File: config.mk
export PLATFORM = sky130hd
export DESIGN_NAME = pipeline_hazard_ctrl
export DESIGN_NICKNAME = d
export VERILOG_FILES = /design/src/rtl/pipeline_hazard_ctrl.sv
export SDC_FILE = /design/constraint.sdc
export NUM_CORES = 1
export LEC_CHECK = 0
export CAP_MARGIN = 20
export CORE_MARGIN = 2
export CORE_UTILIZATION = 40
export CTS_CLUSTER_DIAMETER = 60
export CTS_CLUSTER_SIZE = 12
export DETAILED_ROUTE_END_ITERATION = 10
export PLACE_DENSITY = 0.72
export SETUP_SLACK_MARGIN = 0.02
export SYNTH_ARGS = -nofsm -noshare
export SYNTH_HDL_FRONTEND = slang
export SYNTH_SLANG_ARGS = --single-unit
File: constraint.sdc
create_clock -name clk -period 4.45 [get_ports clk]
set_clock_uncertainty 0.15 [all_clocks]
set_input_delay 0.6675 -clock clk [delete_from_list [all_inputs] [get_ports clk]]
set_output_delay 0.6675 -clock clk [all_outputs]
set_load 0.01 [all_outputs]
File: src/rtl/pipeline_hazard_ctrl.sv
// -----------------------------------------------------------------------------
// pipeline_hazard_ctrl
//
// Sequencer for the pipeline registers of a 5-stage in-order core (IF/ID,
// ID/EX, EX/MEM, MEM/WB) and the PC. It decides, every cycle, which registers
// load (en), which are squashed to a bubble (clr), and tracks a small FSM for
// data-memory waits and the multi-cycle fetch bubble after a taken branch.
// A register with en=0 holds its value; clr has priority over en.
//
// Parameters
//   REDIRECT_CYC  extra IF/ID bubble cycles after a taken branch (0..15)
//   CNT_W         width of the saturating performance counters
//
// Ports
//   clk, rst_n                 clock (rising edge), async active-low reset
//   id_rs1, id_rs2             source registers of the instruction in ID
//   id_use_rs1, id_use_rs2     ID instruction actually reads rs1 / rs2
//   ex_rd, ex_mem_read         destination and load flag of the EX instruction
//   ex_br_taken                EX resolved a taken branch / jump
//   mem_req, mem_ack           MEM-stage data access and its completion
//   cnt_clr                    synchronous clear of both perf counters
//   pc_en                      PC update enable
//   <stage>_en / <stage>_clr   load enable / synchronous clear per register
//   state_o                    FSM state: 0 RUN, 1 MEM_WAIT, 2 REDIRECT
//   stall_cnt                  cycles with pc_en=0 (saturating)
//   flush_cnt                  taken-branch flush events (saturating)
// -----------------------------------------------------------------------------
module pipeline_hazard_ctrl #(
    parameter int unsigned REDIRECT_CYC = 1,
    parameter int unsigned CNT_W        = 16
) (
    input  logic             clk,
    input  logic             rst_n,
    input  logic [4:0]       id_rs1,
    input  logic [4:0]       id_rs2,
    input  logic             id_use_rs1,
    input  logic             id_use_rs2,
    input  logic [4:0]       ex_rd,
    input  logic             ex_mem_read,
    input  logic             ex_br_taken,
    input  logic             mem_req,
    input  logic             mem_ack,
    input  logic             cnt_clr,
    output logic             pc_en,
    output logic             ifid_en,
    output logic             ifid_clr,
    output logic             idex_en,
    output logic             idex_clr,
    output logic             exmem_en,
    output logic             exmem_clr,
    output logic             memwb_en,
    output logic             memwb_clr,
    output logic [1:0]       state_o,
    output logic [CNT_W-1:0] stall_cnt,
    output logic [CNT_W-1:0] flush_cnt
);

    localparam logic [1:0] S_RUN      = 2'd0;
    localparam logic [1:0] S_MEM_WAIT = 2'd1;
    localparam logic [1:0] S_REDIRECT = 2'd2;

    // Reload value for the redirect bubble counter; zero disables REDIRECT.
    localparam logic [3:0] RC_RELOAD    = 4'(REDIRECT_CYC);
    localparam bit         HAS_REDIRECT = (REDIRECT_CYC != 0);

    logic [1:0] state;
    logic [1:0] state_nxt;
    logic [3:0] rc;
    logic [3:0] rc_nxt;
    logic       flush_evt;
    logic       load_use;
    logic       mem_stall;

    // x0 is hard-wired to zero, so a load targeting it never creates a hazard.
    assign load_use = ex_mem_read & (ex_rd != 5'd0) &
                      ((id_use_rs1 & (ex_rd == id_rs1)) |
                       (id_use_rs2 & (ex_rd == id_rs2)));

    assign mem_stall = mem_req & ~mem_ack;

    assign state_o = state;

    // -------------------------------------------------------------------------
    // Decode: outputs and next state are purely combinational from state and
    // inputs, so during reset they follow the RUN decode.
    // -------------------------------------------------------------------------
    always_comb begin
        // NOTE: every signal driven here gets a default first, so no path can
        // leave one unassigned and infer a latch.
        pc_en     = 1'b1;
        ifid_en   = 1'b1;
        ifid_clr  = 1'b0;
        idex_en   = 1'b1;
        idex_clr  = 1'b0;
        exmem_en  = 1'b1;
        exmem_clr = 1'b0;
        memwb_en  = 1'b1;
        memwb_clr = 1'b0;
        state_nxt = state;
        rc_nxt    = rc;
        flush_evt = 1'b0;

        if (mem_stall) begin
            // Freeze: the whole pipe holds, nothing is squashed, rc holds.
            // A branch or load-use seen now is re-evaluated once the access
            // completes, because EX and ID are held with it.
            pc_en    = 1'b0;
            ifid_en  = 1'b0;
            idex_en  = 1'b0;
            exmem_en = 1'b0;
            memwb_en = 1'b0;
            if (state == S_RUN) begin
                state_nxt = S_MEM_WAIT;
            end
        end else begin
            case (state)
                S_REDIRECT: begin
                    // Fetch is still returning wrong-path words: keep
                    // squashing IF/ID; load-use cannot matter on a bubble.
                    ifid_clr = 1'b1;
                    if (ex_br_taken) begin
                        idex_clr  = 1'b1;
                        flush_evt = 1'b1;
                        rc_nxt    = RC_RELOAD;
                    end else if (rc <= 4'd1) begin
                        rc_nxt    = 4'd0;
                        state_nxt = S_RUN;
                    end else begin
                        rc_nxt = rc - 4'd1;
                    end
                end

                // RUN, the ack cycle of MEM_WAIT, and the unused encoding all
                // share the normal decode and RUN's next-state rule.
                default: begin
                    state_nxt = S_RUN;
                    if (ex_br_taken) begin
                        ifid_clr  = 1'b1;
                        idex_clr  = 1'b1;
                        flush_evt = 1'b1;
                        if (HAS_REDIRECT) begin
                            state_nxt = S_REDIRECT;
                            rc_nxt    = RC_RELOAD;
                        end
                    end else if (load_use) begin
                        // One-cycle bubble: hold PC and IF/ID, squash ID/EX,
                        // let the load move on into MEM.
                        pc_en    = 1'b0;
                        ifid_en  = 1'b0;
                        idex_clr = 1'b1;
                    end
                end
            endcase
        end
    end

    // -------------------------------------------------------------------------
    // State registers
    // -------------------------------------------------------------------------
    always_ff @(posedge clk or negedge rst_n) begin
        if (!rst_n) begin
            state <= S_RUN;
            rc    <= 4'd0;
        end else begin
            // NOTE: sequential state uses non-blocking assignments so every
            // register samples the pre-edge values of its neighbours.
            state <= state_nxt;
            rc    <= rc_nxt;
        end
    end

    // -------------------------------------------------------------------------
    // Performance counters: saturate at all-ones, clear wins over increment.
    // -------------------------------------------------------------------------
    always_ff @(posedge clk or negedge rst_n) begin
        if (!rst_n) begin
            stall_cnt <= '0;
            flush_cnt <= '0;
        end else if (cnt_clr) begin
            stall_cnt <= '0;
            flush_cnt <= '0;
        end else begin
            if (!pc_en && (stall_cnt != '1)) begin
                stall_cnt <= stall_cnt + 1'b1;
            end
            if (flush_evt && (flush_cnt != '1)) begin
                flush_cnt <= flush_cnt + 1'b1;
            end
        end
    end

endmodule
==> impl_results.md <==
- Status: completed
- Critical Path Fanout Max: 10
- Design area: about 0.0032 mm^2
- DR iter-0 viols: approximately 110
- H-tree depth: 2
- WS Path Type: input pin to output port
- Die area: 0.006668 mm^2
- Post-synth EDFFs: 0
- #FFs+latches synth: 38
- Final Core Density: 0.5432
- Least-Margin Pin Slew: 0.8608 ns
- Worst VDD drop: 0.1417 mV
- Bufs and invs on worst path: 5
- Mapped Area: 0.002412 mm^2
- Crit. End Element: output port
- Clk root buf: clkbuf_8
- Vias in the first global route: 2046
- Final Setup Violations: 0
- CTS resizes: 0
- CTS tree: yes
- Remaining global-route overflow: 0
- Routed WL: just under 6000 um
- Clock sinks: 38
- # hold bufs at CTS: 0
- Crit path DAT: 2.76 ns
- Worst min-delay path class: input pin to async pin
- Static leakage: around 1.2 nW
- Largest delay share family, worst path: buffers and inverters
- Drt via density: 5.564
- Syn avg cell area: 9.423 um^2
- Post-synthesis cell count: 256
- Layout area overhead: 32.52%
- Placed Area: 0.003054 mm^2
- Setup TNS: 0 ns
- CP most frequent cell: clkdlybuf4s50_1
- Relative slew margins: 0.4261
- Port Buf Inserts: 64
- First-pass GRT wire length: 9508 um
- Layout fillers: around 560
- CP Launch Type: input pin
- Register area share after synthesis: 0.3942
- Pwr Density: 279.0 mW/mm^2
- Vias: 2170
- Max incr delay on CP: 0.50 ns
- Final net count: 342
- Clk slew on worst S/H paths: 0.08 ns
- Die Ht: 81.66 um
- Initial antenna violation count: 0
- FMAX: 279.7 MHz
- Minimum clock period: 3.575 ns
- Largest net degree at the start of global routing: 39
- Top FF cell, synth: dfrtp_1
- WL per Instance: 15.05 um
- Critical-path cell list: clkdlybuf4s50_1, nor2b_1, buf_4, inv_2, o21ai_2, inv_1, or3_1, clkdlybuf4s50_1
- Tot Pwr: 891.8 uW
- Core box area: 0.005886 mm^2
- Final hold viol count: 0
- Final HPWL DP: 4074 um
- Cts bufs inserted: 5
- Die Wd: 81.66 um
- IO Count: 67
- Crit path required time: 3.63 ns
- Pre-CTS WS: 0.8580 ns
- Clock latency on the worst-skew pair: 0.30 ns
- # Max-Cap Violations: 0
- Post-route DRC: 0
- Yosys warnings: 0
- Initial Util: 0.4099
- Post-CTS setup buffer count: 0
- Cell Rows: 28
- Synth async-reset ratio: 1.000
- N_diodes: 0
- Cell at the slowest stage of the critical path: clkdlybuf4s50_1
- Longest Clk Path Bufs: 2
- Routed Antenna Nets: 0
- Tot GR Track Use: 0.1833
- GP Congestion: 0.8005
- Detailed Routing Iterations Pass 1: 6
- Distinct cell type count after synthesis: 51
- Max Slew Vio Count: 0
- RSZ-0062 raised after global routing: false
- Fin crit share: 0.8034
- Share of cells above drive strength 1: 0.09524
- Final WS setup: just under 0.9 ns
==> stage by stage <==
step	hold slack, ns	cells
global route	0.3891	390
CTS	0.3483	390
detailed placement	0.3891	382
floorplan	0.2219	257
finish	0.3224	390
global placement	0.3767	382
==> layout make-up <==
class	count	area, um^2	share of cell area
multi-input cells	193	1318	0.4121
clock inverters	2	60.06	0.01879
repair buffers	67	658.1	0.2059
well taps	75	93.84	0.02935
clock buffers	6	82.58	0.02583
flip-flops and latches	38	950.9	0.2975
inverters	9	33.78	0.01057
==> worst register-to-register path: stages (launching register included) <==
cell,delay [ns]
dfrtp_1,0.40
ha_1,0.24
nand3_1,0.10
or4_4,0.55
o211ai_4,0.31
nor3_2,0.12
mux2_4,0.32
==> registers in the layout, summed over array words and instances, names as in the netlist <==
signal / flops
state_o: 2
rc: 4
stall_cnt: 16
flush_cnt: 16
==> worst paths after layout <==
check,slack [ns],cells past startpoint,from,endpoint
max,0.87,8,mem_req,ifid_en
min,0.32,1,rst_n,stall_cnt[4]
max reg2reg,2.14,6,stall_cnt[0],stall_cnt[9]
min reg2reg,0.40,2,state_o[1],state_o[1]
max in group asynchronous,3.28,1,rst_n,flush_cnt[12]
min in group clk,0.40,2,state_o[1],state_o[1]
==> synthesized netlist by cell type, types with 4 or more instances <==
cell type / n / area, um^2
xor2_1: 8 / 70.07
mux2_4: 4 / 60.06
nor2b_1: 6 / 37.54
o31ai_1: 9 / 67.56
ha_1: 4 / 50.05
clkbuf_1: 6 / 22.52
inv_1: 8 / 30.03
buf_4: 6 / 45.04
nor4_2: 4 / 50.05
nor4_1: 8 / 50.05
nor3_1: 6 / 30.03
or4_1: 9 / 67.56
nand2_1: 14 / 52.55
a21oi_1: 13 / 65.06
and4_1: 6 / 52.55
nor2_1: 26 / 97.59
or3_1: 6 / 37.54
nand4_1: 7 / 43.79
xnor2_1: 16 / 140.1
nand3_1: 12 / 60.06
dfrtp_1: 38 / 950.9
o21ai_0: 5 / 25.02
==> power breakdown <==
group / internal [mW] / switching (mW) / leakage (nW)
Sequential: 0.356 / 0.0126 / 0.523
Clock: 0.239 / 0.129 / 0.0714
Combinational: 0.0677 / 0.0870 / 0.580
Total: 0.663 / 0.229 / 1.17
==> logic make-up (layout without fill, tap and decap cells) <==
kind of cell,Yosys count,in the layout,synth area share
XOR/XNOR,24,24,0.08714
multiplexers,4,4,0.02490
other,1,2,0.001555
flip-flops,38,38,0.3942
AND/OR/NAND/NOR,118,118,0.2920
AO/OA/AOI/OAI,41,41,0.1183
adder cells (fa/ha/maj),4,4,0.02075
buffers and inverters,26,84,0.06119
==> routing by layer <==
| metal | up-vias | wire length, um | track usage |
|---|---|---|---|
| met1 | 1050 | 2664 | 0.2388 |
| met2 | 64 | 2743 | 0.3008 |
| met5 | - | 0 | 0 |
| met4 | 0 | 82 | 0.06000 |
| li1 | 1048 | - | - |
| met3 | 8 | 378 | 0.04396 |
==> layout by cell type, fill, tap and decap left out, drive strengths merged, types with 2 or more instances in the layout <==
cell	netlist	layout
a21oi	14	14
nor2b	6	6
buf	11	4
nor4	13	13
dfrtp	38	38
o31ai	9	9
o21a	2	2
nand4	7	7
o41ai	2	2
or3	6	6
o21ai	8	8
xor2	8	8
nor3b	2	2
xnor2	16	16
nand2	14	14
and2	2	2
nor2	26	26
or4	10	10
clkdlybuf4s50	0	63
clkbuf	6	6
mux2	4	4
bufinv	0	2
and4	6	6
nor3	7	7
conb	1	2
inv	9	9
nand3	12	12
ha	4	4
Power figures use the tool's default switching activity.
